### config.mk
export PLATFORM = sky130hd
export DESIGN_NAME = reorder_buffer_flat
export DESIGN_NICKNAME = d
export VERILOG_FILES = /design/src/rtl/reorder_buffer_if.sv /design/src/rtl/reorder_buffer.sv /design/src/flat_wrapper.sv
export SDC_FILE = /design/constraint.sdc
export NUM_CORES = 1
export LEC_CHECK = 0
export BUFFER_PORTS_ARGS = -buffer_cell sky130_fd_sc_hd__buf_2
export CORE_MARGIN = 1.5
export CORE_UTILIZATION = 50
export DETAILED_ROUTE_END_ITERATION = 8
export PLACE_DENSITY = 0.77
export SYNTH_ARGS = -nofsm -noshare
export SYNTH_HDL_FRONTEND = slang
export SYNTH_SLANG_ARGS = --single-unit
### constraint.sdc
create_clock -name clk -period 7.3 [get_ports clk]
set_input_delay 0.365 -clock clk [delete_from_list [all_inputs] [get_ports clk]]
set_output_delay 0.365 -clock clk [all_outputs]
set_load 0.005 [all_outputs]
### src/rtl/reorder_buffer_if.sv
// Handshake bundle between decode/writeback/free-list logic and the reorder buffer.
// The ROB side uses the slave modport; the surrounding pipeline uses master.
interface reorder_buffer_if #(
    parameter int ROB_WIDTH  = 4,
    parameter int PREG_WIDTH = 6
);
    // Allocation from decode
    logic                  alloc_valid;
    logic                  alloc_ready;
    logic                  alloc_has_dest;
    logic [PREG_WIDTH-1:0] alloc_old_preg;
    logic [ROB_WIDTH-1:0]  alloc_index;
    // Writeback completion
    logic                  wb_valid;
    logic [ROB_WIDTH-1:0]  wb_index;
    // Retirement towards the free list
    logic                  retire_valid;
    logic                  retire_ready;
    logic                  retire_has_dest;
    logic [PREG_WIDTH-1:0] retire_free_preg;
    // Squash and occupancy status
    logic                  flush;
    logic [ROB_WIDTH:0]    count;
    logic                  full;
    logic                  empty;

    modport master (
        output alloc_valid, alloc_has_dest, alloc_old_preg,
        output wb_valid, wb_index,
        output retire_ready, flush,
        input  alloc_ready, alloc_index,
        input  retire_valid, retire_has_dest, retire_free_preg,
        input  count, full, empty
    );

    modport slave (
        input  alloc_valid, alloc_has_dest, alloc_old_preg,
        input  wb_valid, wb_index,
        input  retire_ready, flush,
        output alloc_ready, alloc_index,
        output retire_valid, retire_has_dest, retire_free_preg,
        output count, full, empty
    );
endinterface

### src/rtl/reorder_buffer.sv
// In-order retirement buffer: entries are allocated at the tail in program
// order, marked done by out-of-order writeback, and retired from the head
// once complete, returning the previous destination mapping to the free list.
module reorder_buffer #(
    parameter int ROB_WIDTH  = 4,
    parameter int PREG_WIDTH = 6
) (
    input  logic             clk,
    input  logic             rst,
    reorder_buffer_if.slave  rob
);
    localparam int DEPTH = 1 << ROB_WIDTH;

    // Pointers carry an extra wrap bit so full and empty are distinguishable.
    logic [ROB_WIDTH:0]    head;
    logic [ROB_WIDTH:0]    tail;
    logic [ROB_WIDTH-1:0]  head_idx;
    logic [ROB_WIDTH-1:0]  tail_idx;

    // Per-entry state: valid/done are control, has_dest/old_preg are payload.
    logic [DEPTH-1:0]      valid;
    logic [DEPTH-1:0]      done;
    logic [DEPTH-1:0]      has_dest;
    logic [PREG_WIDTH-1:0] old_preg [DEPTH];

    logic                  full_int;
    logic                  empty_int;
    logic                  retire_valid_int;
    logic                  alloc_fire;
    logic                  retire_fire;
    logic                  wb_hit;

    assign head_idx = head[ROB_WIDTH-1:0];
    assign tail_idx = tail[ROB_WIDTH-1:0];

    assign full_int  = (head[ROB_WIDTH] != tail[ROB_WIDTH]) && (head_idx == tail_idx);
    assign empty_int = (head == tail);

    assign retire_valid_int = !empty_int && done[head_idx];

    // Allocation is gated by the current full state only, so a retirement in
    // the same cycle does not open a slot until the following cycle.
    assign alloc_fire  = rob.alloc_valid && !full_int;
    assign retire_fire = retire_valid_int && rob.retire_ready;
    assign wb_hit      = rob.wb_valid && valid[rob.wb_index];

    assign rob.alloc_ready      = !full_int;
    assign rob.alloc_index      = tail_idx;
    assign rob.retire_valid     = retire_valid_int;
    assign rob.retire_has_dest  = has_dest[head_idx];
    assign rob.retire_free_preg = old_preg[head_idx];
    assign rob.count            = tail - head;
    assign rob.full             = full_int;
    assign rob.empty            = empty_int;

    // Pointer and valid/done tracking; flush outranks alloc, wb and retire.
    always_ff @(posedge clk or posedge rst) begin
        if (rst) begin
            head  <= '0;
            tail  <= '0;
            valid <= '0;
            done  <= '0;
        end else if (rob.flush) begin
            head  <= '0;
            tail  <= '0;
            valid <= '0;
            done  <= '0;
        end else begin
            if (wb_hit) begin
                done[rob.wb_index] <= 1'b1;
            end
            if (retire_fire) begin
                valid[head_idx] <= 1'b0;
                done[head_idx]  <= 1'b0;
                head            <= head + 1'b1;
            end
            // Last assignment wins so a fresh entry always starts not-done.
            if (alloc_fire) begin
                valid[tail_idx] <= 1'b1;
                done[tail_idx]  <= 1'b0;
                tail            <= tail + 1'b1;
            end
        end
    end

    // Entry payload capture; meaningful only while the entry is valid.
    always_ff @(posedge clk) begin
        if (alloc_fire && !rob.flush) begin
            has_dest[tail_idx] <= rob.alloc_has_dest;
            old_preg[tail_idx] <= rob.alloc_old_preg;
        end
    end
endmodule

### src/flat_wrapper.sv
// flat-port wrapper written by rule: the top's interface ports become plain ports
module reorder_buffer_flat 
#(
    parameter int ROB_WIDTH  = 4,
    parameter int PREG_WIDTH = 6
)
  (clk, rst, rob_alloc_valid, rob_alloc_has_dest, rob_alloc_old_preg, rob_wb_valid, rob_wb_index, rob_retire_ready, rob_flush, rob_alloc_ready, rob_alloc_index, rob_retire_valid, rob_retire_has_dest, rob_retire_free_preg, rob_count, rob_full, rob_empty);
  reorder_buffer_if #(.ROB_WIDTH(ROB_WIDTH), .PREG_WIDTH(PREG_WIDTH)) rob_i ();
  input  logic clk;
  input  logic rst;
  input wire logic [$bits(rob_i.alloc_valid)-1:0] rob_alloc_valid;
  input wire logic [$bits(rob_i.alloc_has_dest)-1:0] rob_alloc_has_dest;
  input wire logic [$bits(rob_i.alloc_old_preg)-1:0] rob_alloc_old_preg;
  input wire logic [$bits(rob_i.wb_valid)-1:0] rob_wb_valid;
  input wire logic [$bits(rob_i.wb_index)-1:0] rob_wb_index;
  input wire logic [$bits(rob_i.retire_ready)-1:0] rob_retire_ready;
  input wire logic [$bits(rob_i.flush)-1:0] rob_flush;
  output wire logic [$bits(rob_i.alloc_ready)-1:0] rob_alloc_ready;
  output wire logic [$bits(rob_i.alloc_index)-1:0] rob_alloc_index;
  output wire logic [$bits(rob_i.retire_valid)-1:0] rob_retire_valid;
  output wire logic [$bits(rob_i.retire_has_dest)-1:0] rob_retire_has_dest;
  output wire logic [$bits(rob_i.retire_free_preg)-1:0] rob_retire_free_preg;
  output wire logic [$bits(rob_i.count)-1:0] rob_count;
  output wire logic [$bits(rob_i.full)-1:0] rob_full;
  output wire logic [$bits(rob_i.empty)-1:0] rob_empty;
  assign rob_i.alloc_valid = rob_alloc_valid;
  assign rob_i.alloc_has_dest = rob_alloc_has_dest;
  assign rob_i.alloc_old_preg = rob_alloc_old_preg;
  assign rob_i.wb_valid = rob_wb_valid;
  assign rob_i.wb_index = rob_wb_index;
  assign rob_i.retire_ready = rob_retire_ready;
  assign rob_i.flush = rob_flush;
  assign rob_alloc_ready = rob_i.alloc_ready;
  assign rob_alloc_index = rob_i.alloc_index;
  assign rob_retire_valid = rob_i.retire_valid;
  assign rob_retire_has_dest = rob_i.retire_has_dest;
  assign rob_retire_free_preg = rob_i.retire_free_preg;
  assign rob_count = rob_i.count;
  assign rob_full = rob_i.full;
  assign rob_empty = rob_i.empty;
  reorder_buffer #(.ROB_WIDTH(ROB_WIDTH), .PREG_WIDTH(PREG_WIDTH)) u_core (.clk(clk), .rst(rst), .rob(rob_i));
endmodule
==> reports/qor.txt, run 1 <==
===================================================================================
Result of the run                                                      finished, final reports clean
Iteration-0 DRC count of the detailed router                                    505
Number of gates given a new drive strength after cts                              0
Shortest clock period the worst path allows after layout                    3180 ps
Post-synth top area cell                                               sky130_fd_sc_hd__edfxtp_1
Count of placed standard cells in the final layout, fillers left out            686
Final slew viol count                                                             0
Share of power burned in the clock network                                    0.438
Combinational Power Share                                                     0.047
Post-CTS setup buffers                                                            0
Number of antenna violations at the first check in global routing                 0
Total Routing Usage GR                                                        0.261
Portion of synthesized cell area occupied by the leading cell type            0.485
FF-to-FF End                                                           u_core.old_preg[9][5]$_DFFE_PP_
Most used standard cell by instance count after synthesis              sky130_fd_sc_hd__edfxtp_1
Die Width                                                                    121 um
Final period utilization                                                      0.435
Count of hold buffers inserted by post-cts repair                                 0
Dpl hpwl                                                                    11.5 mm
Maximum clock insertion buffer count                                              2
CP Launch Type                                                             register
Fill cell instance count of the final layout                                   1026
Max H-tree Level                                                                  4
Maximum net fanout on the critical path                                          14
Insertion delay to the later sink of the worst-skew pair                     430 ps
Worst reg-to-reg path cell count                                                  7
Area of the mapped netlist                                                 6930 um2
I/O Pins                                                                         37
Total congestion overflow                                                         0
Part of the power in registers                                                0.515
Origin of the worst setup path                                         u_core.head[3]$_DFFE_PP0P_
Number of inserted diodes                                                         0
Count of different cell masters after synthesis                                  53
Leakage component of the power                                              2.76 nW
Internal power                                                              1.42 mW
Count of flip-flops with a built-in enable after synthesis                      112
Number of storage elements in the synthesis netlist                             154
Instance count of the mapped netlist                                            462
Maximum achievable frequency                                              0.315 GHz
Switching part of the total power                                             0.236
Final routed wirelength across all metal layers                             17.5 mm
Clock tree sinks                                                                154
Worst slack at placement                                                    4200 ps
Initial Utilization                                                           0.517
Total vias in the final route                                                  4402
Final setup violation count                                                       0
Classification of the worst setup path                                 register to register
Number of buffers added on ports                                                 36
R2r setup slk                                                               4120 ps
Transition at the pin with the smallest max-transition slack                 756 ps
Routability congestion estimate                                               0.965
Cells along the critical path                                          inv_1 -> ha_1 -> and4_1 -> a21boi_0 -> buf_4 -> nand2_1 -> nor2_1
Antenna violation net count after detailed routing                                0
Number of cells on the critical path                                              7
Area overhead of the layout relative to synthesis                             12.3%
Via-per-instance ratio                                                         6.42
# DRC                                                                             0
Placed Instances                                                                654
Net load switching power                                                   0.436 mW
Leading post-synthesis cells by instance count                         sky130_fd_sc_hd__edfxtp_1 (112), sky130_fd_sc_hd__dfrtp_1 (42), sky130_fd_sc_hd__nor2_1 (42), sky130_fd_sc_hd__mux4_2 (35), sky130_fd_sc_hd__inv_1 (21)
Placeable Area                                                            13400 um2
Ratio of cells with drive above 1 in the final layout                         0.225
Worst path slowest cell                                                sky130_fd_sc_hd__dfrtp_1
Worst path arrival time                                                     3230 ps
Pre-antenna DRT Iters                                                             5
Classification of the worst-slack hold path                            input port to async pin
Endpoints failing hold                                                            0
Biggest area contributors in the synthesized netlist                   sky130_fd_sc_hd__edfxtp_1 (49%), sky130_fd_sc_hd__dfrtp_1 (15%), sky130_fd_sc_hd__mux4_2 (11%), sky130_fd_sc_hd__nor2_1 (2.3%), sky130_fd_sc_hd__ha_1 (2.2%)
Worst Setup EP                                                         u_core.old_preg[9][5]$_DFFE_PP_
Wire length per cell                                                        25.5 um
Die span in y                                                                121 um
Net Count, Synth                                                                492
Power per cell area                                                      238 nW/um2
Final clock skew                                                            7.30 ps
Clk root buf                                                           sky130_fd_sc_hd__clkbuf_16
Required time worst endpoint                                                7360 ps
Clk slew on worst S/H paths                                                   60 ps
Main synth FF type                                                     sky130_fd_sc_hd__edfxtp_1
Worst Setup Slack, final                                                    4120 ps
Max cap viols                                                                     0
Async SR Flop Fraction                                                        0.273
Slew HR                                                                       0.491
Launch point of the worst reg-to-reg path                              u_core.head[3]$_DFFE_PP0P_
Warnings from Yosys                                                               0
Worst supply voltage drop on vdd                                           0.167 mV
Sequential-to-total area share from yosys stat                                0.637
Wire length of the first global-routing pass                                26.9 mm
Setup repair after global routing missed its margin                           false
Setup TNS                                                                      0 ps
Maximum number of pins on one net before global-route repair                     43
Critical path capture point type                                           register
Vias in the first global route                                                 4277
Worst Path Buf+Inv                                                                2
Mean cell area of the mapped netlist                                       15.0 um2
Total Nets Final                                                                527
Cell Rows                                                                        42
TritonCTS clock tree                                                          built
CTS Buf Count                                                                    17
CP peak stage delay                                                          740 ps
Area enclosed by the die boundary                                         14600 um2
Top delay family on crit path                                          simple AND/OR/NAND/NOR gates
===================================================================================
==> cell type report <==
class,instances,area (um2),area share
clock buffers,18,429,0.0551
repair buffers,40,210,0.0270
flip-flops and latches,154,4420,0.567
well taps,176,220,0.0283
inverters,23,86.3,0.0111
multi-input cells,261,2310,0.297
clock inverters,14,113,0.0145
==> power groups by stage <==
stage / clock (mW) / sequential (mW) / combinational [mW]
2_1_floorplan: 0 / 0.969 / 0.0460
3_3_place_gp: 0 / 0.971 / 0.0841
3_5_place_dp: 0 / 0.971 / 0.0865
4_1_cts: 0.820 / 0.953 / 0.0870
5_1_grt: 0.858 / 0.954 / 0.0957
6_report: 0.810 / 0.953 / 0.0875
==> per-stage QoR <==
step | cell area, um2 | utilization | hold slack [ps] | total power, mW
2_1_floorplan | 6930 | - | 442 | 1.01
3_3_place_gp | 7240 | 0.540 | 470 | 1.05
3_5_place_dp | 7240 | 0.540 | 490 | 1.06
4_1_cts | 7780 | 0.581 | 78.3 | 1.86
5_1_grt | 7780 | 0.581 | 146 | 1.91
6_report | 7780 | 0.581 | 81.3 | 1.85
==> cells in the final DEF, fill, tap and decap left out, types with 3 or more instances in the layout <==
cell type / instances
sky130_fd_sc_hd__clkbuf_16: 17
sky130_fd_sc_hd__nand2_1: 20
sky130_fd_sc_hd__inv_1: 21
sky130_fd_sc_hd__a41oi_1: 5
sky130_fd_sc_hd__buf_4: 4
sky130_fd_sc_hd__inv_6: 5
sky130_fd_sc_hd__edfxtp_1: 112
sky130_fd_sc_hd__dfrtp_1: 41
sky130_fd_sc_hd__buf_2: 36
sky130_fd_sc_hd__xnor2_1: 5
sky130_fd_sc_hd__nor2b_1: 7
sky130_fd_sc_hd__o32ai_1: 7
sky130_fd_sc_hd__or3_1: 5
sky130_fd_sc_hd__and4_1: 3
sky130_fd_sc_hd__mux4_2: 35
sky130_fd_sc_hd__nand4_1: 7
sky130_fd_sc_hd__and2_1: 4
sky130_fd_sc_hd__a31oi_1: 7
sky130_fd_sc_hd__a21oi_1: 19
sky130_fd_sc_hd__mux2i_1: 12
sky130_fd_sc_hd__nand2b_1: 3
sky130_fd_sc_hd__o21ai_0: 4
sky130_fd_sc_hd__a21o_1: 8
sky130_fd_sc_hd__nor4_1: 6
sky130_fd_sc_hd__xor2_1: 4
sky130_fd_sc_hd__and3_1: 3
sky130_fd_sc_hd__nor3b_1: 5
sky130_fd_sc_hd__nand3_1: 5
sky130_fd_sc_hd__nor2_1: 42
sky130_fd_sc_hd__nor3_1: 7
sky130_fd_sc_hd__ha_1: 12
==> cells by family after synthesis <==
logic type                 share of synthesized area
xor gates and xnor gates                      0.0114
and+or+nand+nor                               0.0874
buffers and inverters                         0.0298
adders and majority gates                     0.0246
AOI/OAI and AO/OA                             0.0740
muxes                                          0.136
DFF                                            0.637
==> registers in the layout, indices dropped and copies added, names as in the netlist <==
register,cells
u_core.tail,5
u_core.valid,16
u_core.head,5
u_core.has_dest,16
u_core.done,16
u_core.old_preg,96
==> metal layers <==
layer	track usage	vias up	part of all wire
li1	-	1868	-
met1	0.357	2233	0.40
met2	0.403	267	0.48
met3	0.0656	34	0.089
met4	0.110	0	0.032
met5	0	-	0
==> worst min-delay path by stage <==
stage                               startpoint                    endpoint  slack (ps)
floorplan            u_core.valid[4]$_DFF_PP0_   u_core.valid[4]$_DFF_PP0_         440
global route                               rst  u_core.tail[0]$_DFFE_PP0P_         150
CTS                                        rst  u_core.tail[3]$_DFFE_PP0P_          80
global placement    u_core.valid[11]$_DFF_PP0_  u_core.valid[11]$_DFF_PP0_         470
detailed placement  u_core.valid[11]$_DFF_PP0_  u_core.valid[11]$_DFF_PP0_         490
finish                                     rst   u_core.done[13]$_DFF_PP0_          80
==> worst min-delay path: stages <==
cell,delay [ps]
sky130_fd_sc_hd__buf_2,90
sky130_fd_sc_hd__inv_1,40
sky130_fd_sc_hd__buf_4,470
Power figures use the tool's default switching activity.
==> inputs of run 2 (changes only) <==
--- a/config.mk
+++ b/config.mk
@@ -5,6 +5,7 @@
 export SDC_FILE = /design/constraint.sdc
 export NUM_CORES = 1
 export LEC_CHECK = 0
+export ABC_AREA = 1
 export BUFFER_PORTS_ARGS = -buffer_cell sky130_fd_sc_hd__buf_2
 export CORE_MARGIN = 1.5
 export CORE_UTILIZATION = 50
==> constraint.sdc (replaced) <==
create_clock -name clk -period 3.2 [get_ports clk]
set_input_delay 0.16 -clock clk [delete_from_list [all_inputs] [get_ports clk]]
set_output_delay 0.16 -clock clk [all_outputs]
set_load 0.005 [all_outputs]
==> run 2 against run 1 <==
The flow now finishes with violations (DRC); clock power increased to 2.6 times the previous value; via count increased by 33%; power increased by 140%; worst setup slack got worse by 3600 ps; die area increased by 8.4%; cell count increased by 53%; maximum frequency increased by 17%; final area increased by 8.0%; largest power group unchanged.
==> reports/qor.txt, run 2 <==
=====================================================================================
Antenna violation net count after detailed routing                                  0   unchanged
Classification of the worst-slack hold path                              input port to register   was input port to async pin
Max cap viols                                                                       0   unchanged
Final clock skew                                                              8.11 ps   was 7.30 ps
Worst path arrival time                                                       2780 ps   was 3230 ps
Endpoints failing hold                                                              0   unchanged
Count of different cell masters after synthesis                                    28   was 53
Ratio of cells with drive above 1 in the final layout                           0.103   was 0.225
Main combinational cell family by area after synthesis                   simple AND/OR/NAND/NOR gates   was multiplexers
Pre-antenna DRT Iters                                                               9   was 5
Die span in y                                                                  126 um   was 121 um
Worst supply voltage drop on vdd                                             0.571 mV   was 0.167 mV
Maximum achievable frequency                                                0.368 GHz   was 0.315 GHz
Portion of synthesized cell area occupied by the leading cell type              0.447   was 0.485
Most used standard cell by instance count after synthesis                sky130_fd_sc_hd__nand2_1   was sky130_fd_sc_hd__edfxtp_1
Via-per-instance ratio                                                           5.55   was 6.42
Total vias in the final route                                                    5835   was 4402
Classification of the worst setup path                                   register to register   unchanged
Area overhead of the layout relative to synthesis                               11.7%   was 12.3%
Maximum net fanout on the critical path                                             8   was 14
Total congestion overflow                                                           0   unchanged
I/O Pins                                                                           37   unchanged
Transition at the pin with the smallest max-transition slack                   773 ps   was 756 ps
Power per cell area                                                        537 nW/um2   was 238 nW/um2
Xor/xnor cell area share of the yosys netlist                                 0.00814   was 0.0114
Initial Utilization                                                             0.514   was 0.517
Die Width                                                                      126 um   was 121 um
Warnings from Yosys                                                                 0   unchanged
Failing checks                                                                    DRC
CP Launch Type                                                               register   unchanged
Clk root buf                                                             sky130_fd_sc_hd__clkbuf_16   unchanged
Total Routing Usage GR                                                          0.247   was 0.261
Total Nets Final                                                                  885   was 527
Wire length of the first global-routing pass                                  29.6 mm   was 26.9 mm
Post-synthesis mux area share                                                       0   was 0.136
Critical path capture point type                                             register   unchanged
Net Count, Synth                                                                  865   was 492
# DRC                                                                               3   was 0
Setup TNS                                                                        0 ps   unchanged
Number of antenna violations at the first check in global routing                   0   unchanged
Async SR Flop Fraction                                                          0.273   unchanged
Sequential-to-total area share from yosys stat                                  0.586   was 0.637
Number of storage elements in the synthesis netlist                               154   unchanged
Shortest clock period the worst path allows after layout                      2720 ps   was 3180 ps
Multi-input gate area                                                        2470 um2   was 2310 um2
TritonCTS clock tree                                                            built   unchanged
Worst Setup Slack, final                                                       482 ps   was 4120 ps
Maximum clock insertion buffer count                                                2   unchanged
Number of gates given a new drive strength after cts                                0   unchanged
Maximum number of pins on one net before global-route repair                       43   unchanged
Area enclosed by the die boundary                                           15800 um2   was 14600 um2
Mean cell area of the mapped netlist                                         9.02 um2   was 15.0 um2
Total Power Consumption                                                       4.51 mW   was 1.85 mW
Area fraction in compound gates after synthesis                                0.0818   was 0.0740
Final setup violation count                                                         0   unchanged
Max H-tree Level                                                                    4   unchanged
Area after DPL                                                               7780 um2   was 7240 um2
Wire length per cell                                                          17.7 um   was 25.5 um
Clock tree sinks                                                                  154   unchanged
Placeable Area                                                              14600 um2   was 13400 um2
Clk slew on worst S/H paths                                                     70 ps   was 60 ps
CTS Buf Count                                                                      17   unchanged
Cell Rows                                                                          44   was 42
Main synth FF type                                                       sky130_fd_sc_hd__edfxtp_1   unchanged
Dpl hpwl                                                                      12.3 mm   was 11.5 mm
Area of the mapped netlist                                                   7530 um2   was 6930 um2
Count of flip-flops with a built-in enable after synthesis                        112   unchanged
Final routed wirelength across all metal layers                               18.6 mm   was 17.5 mm
Biggest area contributors in the synthesized netlist                     sky130_fd_sc_hd__edfxtp_1 (45%), sky130_fd_sc_hd__dfrtp_1 (14%), sky130_fd_sc_hd__nand2_1 (9.4%), sky130_fd_sc_hd__nor2_1 (6.3%), sky130_fd_sc_hd__inv_1 (4.9%)   was sky130_fd_sc_hd__edfxtp_1 (49%), sky130_fd_sc_hd__dfrtp_1 (15%), sky130_fd_sc_hd__mux4_2 (11%), sky130_fd_sc_hd__nor2_1 (2.3%), sky130_fd_sc_hd__ha_1 (2.2%)
Leading post-synthesis cells by instance count                           sky130_fd_sc_hd__nand2_1 (189), sky130_fd_sc_hd__nor2_1 (126), sky130_fd_sc_hd__edfxtp_1 (112), sky130_fd_sc_hd__inv_1 (98), sky130_fd_sc_hd__o21ai_0 (63)   was sky130_fd_sc_hd__edfxtp_1 (112), sky130_fd_sc_hd__dfrtp_1 (42), sky130_fd_sc_hd__nor2_1 (42), sky130_fd_sc_hd__mux4_2 (35), sky130_fd_sc_hd__inv_1 (21)
Instance count of the mapped netlist                                              835   was 462
Final slew viol count                                                               0   unchanged
Most frequent cells in the layout                                        sky130_fd_sc_hd__nand2_1 (189), sky130_fd_sc_hd__nor2_1 (126), sky130_fd_sc_hd__edfxtp_1 (112)   was sky130_fd_sc_hd__edfxtp_1 (112), sky130_fd_sc_hd__nor2_1 (42), sky130_fd_sc_hd__dfrtp_1 (41)
Footprint of the flip-flops and latches                                      4420 um2   unchanged
Final non-filler cell area                                                   8410 um2   was 7780 um2
Leakage component of the power                                                3.73 nW   was 2.76 nW
Slew HR                                                                         0.483   was 0.491
Number of inserted diodes                                                           0   unchanged
Required time worst endpoint                                                  3270 ps   was 7360 ps
Most frequent standard cell in the layout excluding fill and tap cells   sky130_fd_sc_hd__nand2_1   was sky130_fd_sc_hd__edfxtp_1
Register name with the most flops                                        u_core.old_preg   unchanged
Synthesized-area fraction occupied by and/or/nand/nor cells                     0.216   was 0.0874
Insertion delay to the later sink of the worst-skew pair                       440 ps   was 430 ps
Number of buffers added on ports                                                   36   unchanged
Result of the run                                                        finished, violations left   was finished, final reports clean
Largest register FFs                                                               96   unchanged
Vias in the first global route                                                   5598   was 4277
Adder-cell share of the synthesized area                                       0.0226   was 0.0246
Fill cell instance count of the final layout                                     1232   was 1026
Worst slack at placement                                                       549 ps   was 4200 ps
Iteration-0 DRC count of the detailed router                                      665   was 505
Final period utilization                                                        0.849   was 0.435
Routability congestion estimate                                                 0.903   was 0.965
Post-synth top area cell                                                 sky130_fd_sc_hd__edfxtp_1   unchanged
Setup repair after global routing missed its margin                             false   unchanged
=====================================================================================
==> run 2: cell count changes after synthesis, sizes merged, moves of 11 or more <==
cell and delta:
inv +80, clkbuf +11, mux4 -35, o22ai +28, mux2i -12, nor2 +86
nand4 +17, buf +11, nand2 +173, o21ai +63, nand3 +40
==> run 2: path summary, 6_finish.rpt <==
path / start / end / slack [ps] / cells after the start
max: u_core.head[2]$_DFFE_PP0P_ / u_core.has_dest[2]$_DFFE_PP_ / 480 / 9
min: rob_alloc_old_preg[4] / u_core.old_preg[8][4]$_DFFE_PP_ / 130 / 1
max reg2reg: u_core.head[2]$_DFFE_PP0P_ / u_core.has_dest[2]$_DFFE_PP_ / 480 / 9
min reg2reg: u_core.done[15]$_DFF_PP0_ / u_core.done[15]$_DFF_PP0_ / 510 / 2
max in group asynchronous: rst / u_core.head[0]$_DFFE_PP0P_ / 2400 / 4
min in group asynchronous: rst / u_core.tail[4]$_DFFE_PP0P_ / 400 / 4
==> run 2: routing by layer <==
layer  vias up  part of all wire  global-route usage
li1       2787                 -                   -
met1      2697              0.42               0.335
met2       305              0.47               0.389
met3        46             0.081              0.0506
met4         0             0.026               0.104
met5         -                 0                   0
==> run 2: area by class of cell <==
cell class	count	area share
clock buffers	17	0.0506
inverters	107	0.0478
well taps	184	0.0274
clock inverters	15	0.0235
flip-flops and latches	154	0.525
repair buffers	47	0.0315
multi-input cells	528	0.294
==> run 2: cells by family after synthesis <==
family,count (synthesis)
xor gates and xnor gates,7
DFF,154
and+or+nand+nor,393
AOI/OAI and AO/OA,115
buffers and inverters,153
adders and majority gates,13
==> run 2: repair_timing <==
item / CTS / global route
hold endpoints to repair: 42 / 0
buffers inserted: 0 / 0
setup endpoints to repair: 0 / 0
hold buffers: 1 / 0
==> run 2: power by group <==
part	internal, mW	switching, mW
Sequential	2.16	0.00925
Clock	1.26	0.879
Combinational	0.0529	0.151
Total	3.47	1.04
==> run 2: worst max-delay path, cell delays in order, from the launching register on <==
cell	delay [ps]
sky130_fd_sc_hd__dfrtp_1	470
sky130_fd_sc_hd__inv_1	100
sky130_fd_sc_hd__ha_1	340
sky130_fd_sc_hd__nand2_1	120
sky130_fd_sc_hd__nor2_1	50
sky130_fd_sc_hd__nand2_1	110
sky130_fd_sc_hd__nand2_2	130
sky130_fd_sc_hd__nor2_1	330
sky130_fd_sc_hd__nand2_1	140
sky130_fd_sc_hd__nor2_1	560
==> run 2: through the flow <==
step / std cells / utilization / hold WS, ps
4_1_cts: 1052 / 0.574 / 117
3_5_place_dp: 1019 / 0.531 / 326
6_report: 1052 / 0.574 / 133
2_1_floorplan: 835 / - / 259
3_3_place_gp: 1019 / 0.531 / 335
5_1_grt: 1052 / 0.574 / 126
==> inputs of run 3 (changes only) <==
--- a/config.mk
+++ b/config.mk
@@ -5,12 +5,12 @@
 export SDC_FILE = /design/constraint.sdc
 export NUM_CORES = 1
 export LEC_CHECK = 0
-export ABC_AREA = 1
+export ABC_AREA = 0
 export BUFFER_PORTS_ARGS = -buffer_cell sky130_fd_sc_hd__buf_2
 export CORE_MARGIN = 1.5
 export CORE_UTILIZATION = 50
 export DETAILED_ROUTE_END_ITERATION = 8
-export PLACE_DENSITY = 0.77
+export PLACE_DENSITY = 0.8
 export SYNTH_ARGS = -nofsm -noshare
 export SYNTH_HDL_FRONTEND = slang
 export SYNTH_SLANG_ARGS = --single-unit
==> constraint.sdc (replaced) <==
create_clock -name clk -period 2.5 [get_ports clk]
set_input_delay 0.125 -clock clk [delete_from_list [all_inputs] [get_ports clk]]
set_output_delay 0.125 -clock clk [all_outputs]
set_load 0.005 [all_outputs]
==> run 3 against run 2 <==
The flow finishes with violations (setup timing); final area shrank 2.5%; sequential power grew 28%; clock power grew 17%; wire length shrank 10%; power grew 23%; global-route usage is essentially flat; sequential cell count is the same; first-iteration DRC count shrank 33%; combinational power grew 28%; clock-buffer cell count is the same; sequential share of layout area grew 1.3 points; via count shrank 24%.
==> reports/qor.txt, run 3 (same netlist as run 1, synthesis figures left out) <==
=====================================================================================
Multi-input gate area                                                        2430 um2   was 2470 um2
CP peak stage delay                                                            550 ps   was 560 ps
Origin of the worst setup path                                           u_core.head[0]$_DFFE_PP0P_   was u_core.head[2]$_DFFE_PP0P_
Worst path slowest cell                                                  sky130_fd_sc_hd__mux4_2   was sky130_fd_sc_hd__nor2_1
Maximum achievable frequency                                                0.397 GHz
Required time worst endpoint                                                  2380 ps   was 3270 ps
Maximum clock insertion buffer count                                                2   unchanged
Total Nets Final                                                                  549   was 885
Leakage component of the power                                                2.91 nW   was 3.73 nW
Via-per-instance ratio                                                           6.24   was 5.55
I/O Pins                                                                           37   unchanged
Total vias in the final route                                                    4411   was 5835
Iteration-0 DRC count of the detailed router                                      448   was 665
Placed Instances                                                                  669   was 1019
Wire length per cell                                                          23.6 um   was 17.7 um
Most frequent cells in the layout                                        sky130_fd_sc_hd__edfxtp_1 (112), sky130_fd_sc_hd__dfrtp_1 (41), sky130_fd_sc_hd__buf_2 (36)   was sky130_fd_sc_hd__nand2_1 (189), sky130_fd_sc_hd__nor2_1 (126), sky130_fd_sc_hd__edfxtp_1 (112)
Final clock skew                                                              8.96 ps   was 8.11 ps
Max cap viols                                                                       0   unchanged
Power per cell area                                                        675 nW/um2   was 537 nW/um2
Critical path capture point type                                          output port   was register
Final routed wirelength across all metal layers                               16.7 mm   was 18.6 mm
Die Width                                                                      121 um   was 126 um
Dpl hpwl                                                                      11.2 mm   was 12.3 mm
Die span in y                                                                  121 um   was 126 um
CTS Buf Count                                                                      17   unchanged
Routability congestion estimate                                                 0.928   was 0.903
Worst Setup Slack, final                                                     -18.8 ps   was 482 ps
Worst path arrival time                                                       2390 ps   was 2780 ps
Insertion delay to the later sink of the worst-skew pair                       430 ps   was 440 ps
Maximum net fanout on the critical path                                             7   was 8
Total Power Consumption                                                       5.54 mW   was 4.51 mW
Fill cell instance count of the final layout                                      968   was 1232
Number of buffers added on ports                                                   36   unchanged
Top delay family on crit path                                            multiplexers   was simple AND/OR/NAND/NOR gates
Antenna violation net count after detailed routing                                  0   unchanged
Endpoints failing hold                                                              0   unchanged
Final non-filler cell area                                                   8200 um2   was 8410 um2
Utilization after layout                                                        0.612   was 0.574
Worst Path Buf+Inv                                                                  4   was 1
Final slew viol count                                                               0   unchanged
Placeable Area                                                              13400 um2   was 14600 um2
Transition at the pin with the smallest max-transition slack                   596 ps   was 773 ps
Total Routing Usage GR                                                          0.247   about the same
Worst supply voltage drop on vdd                                             0.568 mV   was 0.571 mV
Maximum number of pins on one net before global-route repair                       43   unchanged
Register name with the most flops                                        u_core.old_preg   unchanged
Clk slew on worst S/H paths                                                     60 ps   was 70 ps
Setup repair after global routing missed its margin                              true   was false
Max H-tree Level                                                                    4   unchanged
Wire length of the first global-routing pass                                  26.0 mm   was 29.6 mm
Area after DPL                                                               7480 um2   was 7780 um2
Shortest clock period the worst path allows after layout                      2520 ps
CP Launch Type                                                               register   unchanged
Final setup violation count                                                         1   was 0
Number of inserted diodes                                                           0   unchanged
Classification of the worst-slack hold path                              input port to register   unchanged
Slew HR                                                                         0.602   was 0.483
Pre-antenna DRT Iters                                                               5   was 9
Vias in the first global route                                                   4628   was 5598
Cell Rows                                                                          42   was 44
Footprint of the flip-flops and latches                                      4420 um2   unchanged
Failing checks                                                           setup timing   was DRC
# DRC                                                                               0   was 3
Critical hold path startpoint                                            rob_alloc_old_preg[0]   was rob_alloc_old_preg[4]
Area enclosed by the die boundary                                           14600 um2   was 15800 um2
TritonCTS clock tree                                                            built   unchanged
Initial Utilization                                                             0.517   was 0.514
Worst Hold Slack                                                              81.0 ps   was 133 ps
Number of antenna violations at the first check in global routing                   0   unchanged
Result of the run                                                        finished, violations left   unchanged
Clock tree sinks                                                                  154   unchanged
Cells along the critical path                                            buf_12 -> buf_12 -> buf_16 -> mux4_2 -> mux4_2 -> buf_2   was inv_1 -> ha_1 -> nand2_1 -> nor2_1 -> nand2_1 -> nand2_2 -> nor2_1 -> nand2_1 -> nor2_1
Largest register FFs                                                               96   unchanged
Launch point of the worst reg-to-reg path                                u_core.head[0]$_DFFE_PP0P_   was u_core.head[2]$_DFFE_PP0P_
Final period utilization                                                         1.01
Ratio of cells with drive above 1 in the final layout                           0.292   was 0.103
Most frequent standard cell in the layout excluding fill and tap cells   sky130_fd_sc_hd__edfxtp_1   was sky130_fd_sc_hd__nand2_1
Total congestion overflow                                                           0   unchanged
Classification of the worst setup path                                   register to output port   was register to register
Count of placed standard cells in the final layout, fillers left out              707   was 1052
Clk root buf                                                             sky130_fd_sc_hd__clkbuf_16   unchanged
Area overhead of the layout relative to synthesis                               18.3%   was 11.7%
=====================================================================================
==> run 3: cell count changes in the layout (fill, tap and decap cells not counted), moves of 35 or more <==
cell,delta
sky130_fd_sc_hd__mux4_2,+35
sky130_fd_sc_hd__nand2_1,-172
sky130_fd_sc_hd__nor2_1,-96
sky130_fd_sc_hd__o21ai_0,-59
sky130_fd_sc_hd__inv_1,-77
sky130_fd_sc_hd__nand3_1,-42
==> run 3: layout make-up <==
class,count,share of cell area
timing repair buffer,62,0.0578
clock buffer,17,0.0519
tap,176,0.0269
clock inverter,14,0.0180
inverter,23,0.0105
sequential,154,0.538
multi-input combinational,261,0.296
==> run 3: report_power, final <==
group / switching, mW / internal [mW]
clock: 1.03 / 1.47
sequential: 0.0102 / 2.77
combinational: 0.181 / 0.0801
==> run 3: worst register-to-register path, cell delays in order (launching register included) <==
cell                       delay [ps]
sky130_fd_sc_hd__dfrtp_2          430
sky130_fd_sc_hd__buf_12           150
sky130_fd_sc_hd__buf_4            190
sky130_fd_sc_hd__mux2i_1          140
sky130_fd_sc_hd__a221oi_2         420
sky130_fd_sc_hd__nand3_2          190
sky130_fd_sc_hd__a21oi_1          320
sky130_fd_sc_hd__mux2_2           390
==> run 3: worst paths after layout <==
path / to / slack (ps) / cells past startpoint
max: rob_retire_free_preg[3] / -20 / 6
min: u_core.old_preg[1][0]$_DFFE_PP_ / 80 / 1
max reg2reg: u_core.head[0]$_DFFE_PP0P_ / 150 / 7
min reg2reg: u_core.valid[2]$_DFF_PP0_ / 480 / 1
min in group asynchronous: u_core.done[9]$_DFF_PP0_ / 370 / 4
max in group asynchronous: u_core.head[0]$_DFFE_PP0P_ / 1720 / 4
==> run 3: stage by stage <==
step | setup slack [ps] | setup TNS [ps]
floorplan | 32.2 | 0
global placement | 286 | 0
detailed placement | 196 | 0
CTS | -22.1 | -61.8
global route | -67.7 | -240
finish | -18.8 | -18.8
==> run 3: repair_timing <==
item | CTS | global route
buffers inserted | 4 | 0
cloned | 3 | 0
setup endpoints to repair | 7 | 8
hold buffers | 1 | 0
hold endpoints to repair | 42 | 0
pin swaps | 0 | 2
resized for setup | 7 | 5
==> run 3: per-layer routing <==
| layer | up-vias | share of wire | track usage |
|---|---|---|---|
| met5 | - | 0 | 0 |
| met4 | 0 | 0.020 | 0.0875 |
| met3 | 28 | 0.062 | 0.0566 |
| met2 | 213 | 0.52 | 0.418 |
| met1 | 2253 | 0.40 | 0.314 |
| li1 | 1917 | - | - |
